<file path="src/rtl/pipeline_hazard_ctrl.sv">
// Stall/flush sequencer for the 5-stage pipeline: per-cycle hazard priority,
// a RUN/DMEM_WAIT/HALTED FSM, a sticky pending redirect and saturating counters.
module pipeline_hazard_ctrl #(
    parameter int CNT_W = 32
) (
    input  logic             CLK,
    input  logic             RST,
    input  logic             ihit,
    input  logic             dhit,
    input  logic             dREN_EX_MEM,
    input  logic             dWEN_EX_MEM,
    input  logic             dREN_ID_EX,
    input  logic [4:0]       Rt_ID_EX,
    input  logic [4:0]       Rs_IF_ID,
    input  logic [4:0]       Rt_IF_ID,
    input  logic             uses_rt_IF_ID,
    input  logic             redirect_EX,
    input  logic             halt_MEM_WB,
    output logic             pc_en,
    output logic             enable_IF_ID,
    output logic             flush_IF_ID,
    output logic             enable_ID_EX,
    output logic             flush_ID_EX,
    output logic             enable_EX_MEM,
    output logic             flush_EX_MEM,
    output logic             enable_MEM_WB,
    output logic             halted,
    output logic [CNT_W-1:0] stall_cycles,
    output logic [CNT_W-1:0] flush_count,
    output logic [1:0]       state_dbg
);

    typedef enum logic [1:0] {
        RUN       = 2'd0,
        DMEM_WAIT = 2'd1,
        HALTED    = 2'd2
    } state_t;

    state_t state, state_next;
    logic   redirect_pend, pend_next;
    logic   flush_inc;
    logic   dwait, redir, load_use;

    assign dwait    = (dREN_EX_MEM | dWEN_EX_MEM) & ~dhit;
    assign redir    = redirect_EX | redirect_pend;
    assign load_use = dREN_ID_EX & (Rt_ID_EX != 5'd0) &
                      ((Rt_ID_EX == Rs_IF_ID) | (uses_rt_IF_ID & (Rt_ID_EX == Rt_IF_ID)));

    assign halted    = (state == HALTED);
    assign state_dbg = state;

    always_comb begin
        state_next    = state;
        pend_next     = redirect_pend;
        flush_inc     = 1'b0;
        pc_en         = 1'b1;
        enable_IF_ID  = 1'b1;
        flush_IF_ID   = 1'b0;
        enable_ID_EX  = 1'b1;
        flush_ID_EX   = 1'b0;
        enable_EX_MEM = 1'b1;
        flush_EX_MEM  = 1'b0;
        enable_MEM_WB = 1'b1;

        if (RST) begin
            pc_en         = 1'b0;
            enable_IF_ID  = 1'b0;
            enable_ID_EX  = 1'b0;
            enable_EX_MEM = 1'b0;
            enable_MEM_WB = 1'b0;
            flush_IF_ID   = 1'b1;
            flush_ID_EX   = 1'b1;
            flush_EX_MEM  = 1'b1;
        end else if (state == HALTED || halt_MEM_WB || dwait) begin
            // Whole pipe frozen; a redirect arriving during a data wait is remembered.
            pc_en         = 1'b0;
            enable_IF_ID  = 1'b0;
            enable_ID_EX  = 1'b0;
            enable_EX_MEM = 1'b0;
            enable_MEM_WB = 1'b0;
            if (state != HALTED) begin
                if (halt_MEM_WB) begin
                    state_next = HALTED;
                end else begin
                    state_next = DMEM_WAIT;
                    if (redirect_EX) pend_next = 1'b1;
                end
            end
        end else begin
            state_next = RUN;
            if (redir) begin
                // Redirect PC is only written once the fetch slot frees up.
                flush_IF_ID = 1'b1;
                flush_ID_EX = 1'b1;
                pc_en       = ihit;
                pend_next   = ~ihit;
                flush_inc   = ihit;
            end else if (load_use) begin
                pc_en        = 1'b0;
                enable_IF_ID = 1'b0;
                flush_ID_EX  = 1'b1;
            end else if (!ihit) begin
                pc_en       = 1'b0;
                flush_IF_ID = 1'b1;
            end
        end
    end

    always_ff @(posedge CLK) begin
        if (RST) begin
            state         <= RUN;
            redirect_pend <= 1'b0;
            stall_cycles  <= '0;
            flush_count   <= '0;
        end else begin
            state         <= state_next;
            redirect_pend <= pend_next;
            if (!pc_en && state != HALTED && stall_cycles != '1)
                stall_cycles <= stall_cycles + CNT_W'(1);
            if (flush_inc && flush_count != '1)
                flush_count <= flush_count + CNT_W'(1);
        end
    end

endmodule

</file>
<file path="config.mk">
export PLATFORM = sky130hd
export DESIGN_NAME = pipeline_hazard_ctrl
export DESIGN_NICKNAME = d
export VERILOG_FILES = /design/src/rtl/pipeline_hazard_ctrl.sv
export SDC_FILE = /design/constraint.sdc
export NUM_CORES = 1
export LEC_CHECK = 0
export BUFFER_PORTS_ARGS = -buffer_cell sky130_fd_sc_hd__buf_2
export CORE_UTILIZATION = 50
export DETAILED_ROUTE_END_ITERATION = 8
export PLACE_DENSITY_LB_ADDON = 0.2
export SYNTH_ARGS = -nofsm -noshare
export SYNTH_HDL_FRONTEND = slang
export SYNTH_SLANG_ARGS = --single-unit
</file>
<file path="constraint.sdc">
create_clock -name CLK -period 3.7 [get_ports CLK]
set_clock_uncertainty 0.15 [all_clocks]
set_input_delay 0.37 -clock CLK [delete_from_list [all_inputs] [get_ports CLK]]
set_output_delay 0.37 -clock CLK [all_outputs]
set_load 0.01 [all_outputs]
</file>
==> results of run 1 <==
[per-layer routing]
metal  GRT usage  vias to the layer above
met1       0.320                     1708
met4       0.102                        0
li1            -                     1839
met3      0.0600                       15
met5           0                        -
met2       0.368                       92
[how the worst max path moves through the flow]
stage                            startpoint                       endpoint  cells after the start
3_5_place_dp                    Rt_ID_EX[1]  stall_cycles[23]$_SDFFE_PP0P_                      7
5_1_grt           state_dbg[1]$_SDFFE_PP0N_  stall_cycles[27]$_SDFFE_PP0P_                      7
6_report          state_dbg[1]$_SDFFE_PP0N_  stall_cycles[27]$_SDFFE_PP0P_                      7
2_1_floorplan  stall_cycles[0]$_SDFFE_PP0P_  stall_cycles[23]$_SDFFE_PP0P_                      8
3_3_place_gp                    Rt_ID_EX[1]  stall_cycles[11]$_SDFFE_PP0P_                      7
4_1_cts        stall_cycles[0]$_SDFFE_PP0P_  stall_cycles[23]$_SDFFE_PP0P_                      7
[worst register-to-register path, cell delays in order (launching register included)]
cell and delay (ns):
dfxtp_1 0.32, nor2b_1 0.54, nor4_4 0.15, a21oi_1 0.28, a21oi_4 0.17, buf_12 0.23
or4b_2 0.63, a21oi_1 0.15
[cells in the mapped netlist, types with 2 or more instances]
| master | n | area [um2] |
|---|---|---|
| dfxtp_1 | 67 | 1340 |
| nor2_1 | 47 | 176 |
| xnor2_1 | 31 | 272 |
| a21oi_1 | 28 | 140 |
| nand2_1 | 25 | 93.8 |
| nand3_1 | 25 | 125 |
| nand4_1 | 21 | 131 |
| nor3_1 | 19 | 95.1 |
| or3_1 | 18 | 113 |
| or4_1 | 17 | 128 |
| o31ai_1 | 14 | 105 |
| nor2b_1 | 12 | 75.1 |
| o21ai_0 | 12 | 60.1 |
| and4_1 | 10 | 87.6 |
| clkbuf_1 | 10 | 37.5 |
| buf_2 | 8 | 40.0 |
| inv_1 | 8 | 30.0 |
| and3_1 | 7 | 43.8 |
| nor3_2 | 7 | 70.1 |
| mux2_2 | 6 | 67.6 |
| xor2_1 | 6 | 52.6 |
| buf_4 | 5 | 37.5 |
| nor4_1 | 5 | 31.3 |
| nor3b_1 | 4 | 30.0 |
| mux2_1 | 3 | 33.8 |
| a211oi_1 | 2 | 15.0 |
| a21o_1 | 2 | 15.0 |
| buf_1 | 2 | 7.51 |
| ha_1 | 2 | 25.0 |
| nand2b_1 | 2 | 12.5 |
| nor4_2 | 2 | 25.0 |
| nor4_4 | 2 | 42.5 |
| o41ai_1 | 2 | 17.5 |
| or4_4 | 2 | 22.5 |
[final cells by class]
class                           count  area [um2]  share of cell area
Inverter                            8        30.0             0.00662
Tap cell                           99         124              0.0273
Clock buffer                       15         186              0.0411
Clock inverter                      1        5.00             0.00110
Timing Repair Buffer              103         538               0.119
Sequential cell                    67        1340               0.296
Multi-Input combinational cell    352        2310               0.510
[registers in the layout (all words and copies together), names as in the netlist]
signal         cells
state_dbg          2
redirect_pend      1
stall_cycles      32
flush_count       32
[cell usage in the layout, fill, tap and decap left out, types with 2 or more instances in the layout]
master,n
buf_2,99
dfxtp_1,67
nor2_1,47
xnor2_1,31
a21oi_1,28
nand3_1,25
nand2_1,25
nand4_1,21
nor3_1,18
or3_1,18
or4_1,17
o31ai_1,14
clkbuf_8,13
nor2b_1,12
o21ai_0,12
and4_1,10
inv_1,8
nor3_2,8
and3_1,7
mux2_2,6
xor2_1,6
nor4_1,5
nor3b_1,4
mux2_1,3
buf_4,3
nand2b_1,2
nor4_4,2
a21o_1,2
nor4_2,2
or4_4,2
o41ai_1,2
a211oi_1,2
ha_1,2
clkbuf_1,2
[power breakdown]
group	total [mW]	internal (mW)	switching, mW
clock network	0.592	0.317	0.275
registers	0.734	0.727	0.00750
logic	0.116	0.0444	0.0711
total	1.44	1.09	0.354
[through the flow]
step                      worst slack [ns]  power [mW]  area (um2)  hold WS, ns
after global placement                1.04       0.865        4350        0.324
after floorplan                       1.26       0.825        3800        0.299
after detailed placement              1.02       0.866        4350        0.332
after CTS                             1.01        1.45        4540        0.130
final                                 1.00        1.44        4540        0.134
after global routing                 0.758        1.50        4540        0.137
[logic make-up (layout without fill, tap and decap cells)]
logic type / Yosys count / after routing / synth area share
AND/OR/NAND/NOR: 239 / 239 / 0.384
flip-flops: 67 / 67 / 0.353
AO/OA/AOI/OAI: 65 / 65 / 0.105
XOR/XNOR: 37 / 37 / 0.0852
buffers and inverters: 33 / 127 / 0.0401
multiplexers: 9 / 9 / 0.0267
adder cells (fa/ha/maj): 2 / 2 / 0.00658
==> flow_metrics.tcl, run 1 <==
set metrics [dict create \
    status "finished clean" \
    antennaDiodeCount 0 \
    timing.rr.end "stall_cycles[27]$_SDFFE_PP0P_" \
    finalSetupViolCount 0 \
    grt.total_usage 0.240 \
    cts_tree "built" \
    whs_endpoint "redirect_pend$_SDFFE_PP0P_" \
    synthCells 452 \
    cpMaxStageDelayCell "or4b_2" \
    routabilityCongestion 0.853 \
    fillers 661 \
    wl_met2_mm 4.19 \
    yosys_warnings 0 \
    pwr_density_cell_mw_per_mm2 318 \
    top_layer "met4" \
    async_flop_share 0 \
    die_area_mm2 0.00796 \
    insertion_delay_ns 0.34 \
    crit_fanout 31 \
    p_leak_nw 1.71 \
    firstDrtPassIters 5 \
    crit_family "simple AND/OR/NAND/NOR gates" \
    num_vias 3654 \
    syn_area_mm2 0.00380 \
    antenna_found_initial 0 \
    grt_pass1_vias 3122 \
    route.met3.wl_um 509 \
    rows 31 \
    cts_sinks 67 \
    worstPathArrival_ns 2.81 \
    rsz0062_at_grt "false" \
    cts_inserted_buffers 9 \
    hpwl_mm 6.56 \
    cpPeakStageDelay_ns 0.63 \
    relSlewSlack 0.409 \
    cp_common_cell "a21oi_1" \
    ys_types 53 \
    ir_drop_v 0.000253 \
    timing.rr.start "state_dbg[1]$_SDFFE_PP0N_" \
    worstRegToRegCells 7 \
    area_delta_synth_final_pct 19.3 \
    synth-edff-count 0 \
    antenna_left 0 \
    critPathRequiredTime_ns 3.82 \
    grt_max_degree 77 \
    cp-start-kind "register" \
    drv_cap 0 \
    die_h_um 89.2 \
    ys_seq_elements 67 \
    ys.flop_type "dfxtp_1" \
    path_clk_slew_ns 0.07 \
    layout-drive-gt1-share 0.271 \
    avgSynthCellArea_um2 8.41 \
    cts_root_buf "clkbuf_8" \
    dpl.cell_count 629 \
    synth.yosys.seq_area_share 0.353 \
    totalWireLength_mm 9.24 \
    utilization 0.622 \
    fmax_ghz 0.370 \
    grt_pass1_wl_mm 14.7 \
    cts_buffer_depth 2 \
    fin_setup_tns_ns 0 \
    hold_buffers 0 \
    regToRegSetupSlack_ns 1.00 \
    drc 0 \
    cts_max_level 3 \
    critical_path_class "register to register" \
    worstHoldStart "ihit" \
    hold_path_depth 2 \
    crit_chain "nor2b_1, nor4_4, a21oi_1, a21oi_4, buf_12, or4b_2, a21oi_1" \
    ios 100 \
    hold_class "input pin to register" \
    drv_slew 0 \
    post-route-min-period_ns 2.70 \
    io_buffer_count 99 \
    drtIter0Drc 192 \
    postSynthNetCount 479 \
    finalNonFillerCells 645 \
    viasPerCell 5.67 \
    setup.worst_path.end_class "register" \
    path_buf_inv 1 \
    hold_viol 0 \
    cts_resized 0 \
    globalRouteOverflowTotal 0 \
    core_mm2 0.00729 \
    met1Wirelength_mm 4.36 \
    worst_pin_slew_ns 0.887 \
    start_util 0.521 \
    die-width_um 89.2 \
    cts_setup_buffers 0 \
    fin_crit_sh 0.730 \
    nets 568 \
    wire_per_inst_um 14.3 \
]
(Power assumes the default switching activity.)
==> inputs of run 2 (changes only) <==
Settings changed: ABC_AREA set to 1.
Clock period 3.7 ns to 2.55 ns, I/O delays scaled along.
==> run 2 against run 1 <==
Cell area grew 12%; non-clock buffer count grew 4; critical path type unchanged; area after synthesis grew 16%; worst hold slack lost 0.096 ns; setup slack lost 0.73 ns.
==> flow_metrics.tcl, run 2 <==
set metrics [dict create \
    worst_pin_slew_ns 0.545 \
    firstDrtPassIters 5 \
    met1Wirelength_mm 5.92 \
    cp_common_cell "nand2_1" \
    num_vias 4743 \
    totalWireLength_mm 11.9 \
    cts_root_buf "clkbuf_8" \
    drc 0 \
    fin_setup_tns_ns 0 \
    crit_chain "ha_1, inv_1, nor2_2, nand2_2, nor3_2, nand3_1, nand2_1, inv_2, nand2_4, nand2_1, a21oi_1" \
    die-width_um 96.1 \
    synth_most_common_cell "nand2_1" \
    cts_setup_buffers 0 \
    cts_resized 0 \
    wire_per_inst_um 13.1 \
    final_area_mm2 0.00510 \
    netlist_top_cells_count "nand2_1 (235), nor2_1 (87), dfxtp_1 (67), inv_1 (60), nand3_1 (53)" \
    cp-start-kind "register" \
    p_total_mw 2.03 \
    cpMaxStageDelayCell "dfxtp_1" \
    ys_seq_elements 67 \
    worst_hold_slack_ns 0.0383 \
    synthCells 705 \
    crit_fanout 32 \
    setup.worst_path.end_class "register" \
    drv_slew 0 \
    die_h_um 96.1 \
    ir_drop_v 0.000252 \
    synthTopCellsByArea "dfxtp_1 (30%), nand2_1 (20%), nor2_1 (7.4%)" \
    p_leak_nw 2.17 \
    hold_viol 0 \
    cts_inserted_buffers 9 \
    worstRegToRegCells 11 \
    antenna_left 0 \
    hold_path_depth 4 \
    status "finished clean" \
    critPathRequiredTime_ns 2.66 \
    drv_cap 0 \
    worstPathArrival_ns 2.39 \
    route.met3.wl_um 741 \
    worstHoldStart "dhit" \
    final_common_cell "nand2_1" \
    setup_ws_ns 0.275 \
    hold_class "input pin to register" \
    globalRouteOverflowTotal 0 \
    pwr_density_cell_mw_per_mm2 398 \
    antenna_found_initial 0 \
    die_area_mm2 0.00924 \
    post-route-min-period_ns 2.28 \
    fmax_ghz 0.440 \
    async_flop_share 0 \
    path_clk_slew_ns 0.07 \
    place_ws_ns 0.312 \
    crit_family "simple AND/OR/NAND/NOR gates" \
    cts_buffer_depth 2 \
    relSlewSlack 0.637 \
    avgSynthCellArea_um2 6.28 \
    start_util 0.528 \
    syn_area_mm2 0.00443 \
    placed_area_mm2 0.00493 \
    rsz0062_at_grt "false" \
    cpPeakStageDelay_ns 0.41 \
    top_layer "met4" \
    area_delta_synth_final_pct 15.3 \
    insertion_delay_ns 0.34 \
    final_cell_mix "nand2_1 (235), buf_2 (99), nor2_1 (87), dfxtp_1 (67), inv_1 (60)" \
    nets 824 \
    layout-drive-gt1-share 0.191 \
    cts_max_level 3 \
    timing.rr.start "stall_cycles[1]$_SDFFE_PP0P_" \
    ys_types 35 \
    yosys.area.top_type "dfxtp_1" \
    viasPerCell 5.23 \
    routabilityCongestion 0.976 \
    cts_tree "built" \
    regToRegSetupSlack_ns 0.27 \
    antennaDiodeCount 0 \
    whs_endpoint "state_dbg[0]$_SDFFE_PP0N_" \
    synth-edff-count 0 \
    cts_sinks 67 \
    grt_pass1_vias 4154 \
    grt_pass1_wl_mm 19.6 \
    drtIter0Drc 315 \
    fillers 838 \
    yosys_warnings 0 \
    ys.flop_type "dfxtp_1" \
    finalSetupViolCount 0 \
    io_buffer_count 99 \
    hold_buffers 0 \
    postSynthNetCount 732 \
    hpwl_mm 9.06 \
    synth_top_area_frac 0.303 \
    rows 33 \
    wl_met2_mm 5.09 \
    synth.yosys.seq_area_share 0.303 \
    critical_path_class "register to register" \
    path_buf_inv 2 \
    grt.total_usage 0.271 \
    core_mm2 0.00838 \
    timing.rr.end "stall_cycles[13]$_SDFFE_PP0P_" \
    fin_crit_sh 0.892 \
    ios 100 \
    grt_max_degree 43 \
]
## run 2: where the power goes
group | internal (mW) | total [mW] | switching, mW
Sequential | 1.05 | 1.06 | 0.00678
Clock | 0.375 | 0.796 | 0.421
Combinational | 0.0568 | 0.174 | 0.117
## run 2: how the worst max path moves through the flow
stage	to	slack [ns]	depth (start not counted)	startpoint
after global placement	stall_cycles[23]$_SDFFE_PP0P_	0.45	11	stall_cycles[1]$_SDFFE_PP0P_
after global routing	stall_cycles[24]$_SDFFE_PP0P_	0.03	11	stall_cycles[1]$_SDFFE_PP0P_
after CTS	pc_en	0.29	9	state_dbg[0]$_SDFFE_PP0N_
final	stall_cycles[13]$_SDFFE_PP0P_	0.27	11	stall_cycles[1]$_SDFFE_PP0P_
after detailed placement	stall_cycles[13]$_SDFFE_PP0P_	0.31	11	stall_cycles[1]$_SDFFE_PP0P_
after floorplan	stall_cycles[2]$_SDFFE_PP0P_	0.61	11	stall_cycles[0]$_SDFFE_PP0P_
## run 2: logic make-up (layout without fill, tap and decap cells)
family	after synthesis	count (layout)	share of synthesized area
DFF	67	67	0.303
and+or+nand+nor	428	428	0.408
adders and majority gates	2	2	0.00565
AOI/OAI and AO/OA	71	71	0.0949
buffers and inverters	90	187	0.0952
xor gates and xnor gates	47	47	0.0930
## run 2: per-stage QoR
stage                      util  cells
after global placement    0.589    891
final                     0.609    907
after floorplan               -    705
after global routing      0.609    907
after CTS                 0.609    907
after detailed placement  0.589    891
## run 2: area by class of cell
cell class	count	area [um2]	area share
clock buffer	11	141	0.0277
clock inverter	5	28.8	0.00564
inverter	64	240	0.0471
multi-input combinational	548	2670	0.522
sequential	67	1340	0.263
tap	105	131	0.0257
timing repair buffer	107	556	0.109
## run 2: tightest hold or removal path, stage by stage
cell and delay (ns):
buf_2 0.07, nor2_1 0.05, nand3_1 0.07, inv_1 0.03
## run 2: per-layer routing
metal  up-vias  track usage
met4         0       0.0759
met1      2133        0.405
met5         -            0
met2       180        0.404
li1       2415            -
met3        15       0.0355
==> inputs of run 3 (changes only) <==
Settings changed: PLACE_DENSITY set to 0.75, PLACE_DENSITY_LB_ADDON 0.2 to unset.
Clock period 2.55 ns to 2.5 ns, I/O delays scaled along.
==> run 3 against run 2 <==
Non-clock buffer count did not move; via count rose by 2.1%; cell area rose by 0.34%; critical path type unchanged.
==> flow_metrics.tcl, run 3 (synthesis results as in run 2) <==
set metrics [dict create \
    status "finished clean" \
    cts_inserted_buffers 9 \
    cts_setup_buffers 0 \
    insertion_delay_ns 0.35 \
    die_h_um 96.1 \
    setup.worst_path.end_class "register" \
    path_clk_slew_ns 0.07 \
    rows 33 \
    fin_crit_sh 0.911 \
    critical_path_class "register to register" \
    antennaDiodeCount 0 \
    ios 100 \
    crit_fanout 32 \
    wire_per_inst_um 13.3 \
    register_area_mm2 0.00134 \
    hold_class "input pin to register" \
    ir_drop_v 0.000245 \
    hpwl_mm 8.98 \
    grt_max_degree 58 \
    firstDrtPassIters 6 \
    regToRegSetupSlack_ns 0.22 \
    grt.total_usage 0.271 \
    drv_slew 0 \
    fillers 831 \
    pwr_density_cell_mw_per_mm2 419 \
    viasPerCell 5.34 \
    cts_resized 0 \
    drtIter0Drc 391 \
    cts_sinks 67 \
    worstPathArrival_ns 2.40 \
    utilization 0.611 \
    grt_pass1_vias 4234 \
    rsz0062_at_grt "false" \
    grt_pass1_wl_mm 19.7 \
    antenna_found_initial 0 \
    cp-start-kind "register" \
    final_common_cell "nand2_1" \
    routabilityCongestion 0.987 \
    nets 824 \
    antenna_left 0 \
    post-route-min-period_ns 2.28 \
    totalWireLength_mm 12.1 \
    core_mm2 0.00838 \
    cts_root_buf "clkbuf_8" \
    num_vias 4843 \
    area_delta_synth_final_pct 15.7 \
    hold_buffers 1 \
    final_cell_mix "nand2_1 (235), buf_2 (99), nor2_1 (87), dfxtp_1 (67), inv_1 (60)" \
    drv_cap 0 \
    cts_buffer_depth 2 \
    cts_max_level 3 \
    fin_setup_tns_ns 0 \
    die-width_um 96.1 \
    drc 0 \
    critPathRequiredTime_ns 2.62 \
    globalRouteOverflowTotal 0 \
    start_util 0.528 \
    relSlewSlack 0.538 \
    hold_viol 0 \
    multiInputGateArea_mm2 0.00267 \
    layout-drive-gt1-share 0.188 \
    die_area_mm2 0.00924 \
    cts_tree "built" \
    p_leak_nw 2.17 \
    finalSetupViolCount 0 \
    fmax_ghz 0.439 \
    worst_pin_slew_ns 0.693 \
    io_buffer_count 99 \
]
[run 3: final timing paths]
kind,startpoint,end,cells after the start
setup / recovery,stall_cycles[1]$_SDFFE_PP0P_,stall_cycles[21]$_SDFFE_PP0P_,11
hold / removal,dhit,state_dbg[0]$_SDFFE_PP0N_,4
setup reg to reg,stall_cycles[1]$_SDFFE_PP0P_,stall_cycles[21]$_SDFFE_PP0P_,11
hold reg to reg,flush_count[25]$_SDFFE_PP0P_,flush_count[25]$_SDFFE_PP0P_,2
[run 3: metrics by stage]
stage	setup WS (ns)	total power, mW	hold slack (ns)	cell area, um2	cells
after global placement	0.444	1.28	0.331	4930	890
final	0.223	2.15	0.0305	5120	907
after CTS	0.224	2.16	0.0254	5120	907
after global routing	0.00283	2.23	0.0522	5120	907
after floorplan	0.557	1.23	0.288	4430	705
after detailed placement	0.249	1.28	0.336	4930	890
[run 3: area by class of cell]
type | count | share of cell area
well taps | 105 | 0.0257
clock inverters | 5 | 0.0105
repair buffers | 107 | 0.109
multi-input cells | 548 | 0.520
clock buffers | 11 | 0.0257
inverters | 64 | 0.0469
flip-flops and latches | 67 | 0.262
[run 3: where the power goes]
part	switching, mW	leakage, nW	internal (mW)
clock network	0.427	0.0971	0.458
registers	0.00678	0.540	1.07
logic	0.120	1.54	0.0591
total	0.555	2.17	1.59
[run 3: per-layer routing]
metal  wire, um  part of all wire  GRT usage  vias up
met2       5240              0.43      0.412      244
met3       1090             0.090     0.0442       16
met4        177             0.015     0.0896        0
li1           -                 -          -     2423
met1       5570              0.46      0.387     2160
met5          0                 0          0        -
[run 3: worst max-delay path: stages, from the launching register on]
cell and delay (ns):
dfxtp_1 0.41, ha_1 0.23, inv_1 0.09, nor2_2 0.20, nand2_2 0.12, nor3_2 0.15
nand3_1 0.09, nand2_1 0.08, inv_2 0.12, nand2_4 0.32, nand2_1 0.10, a21oi_1 0.14
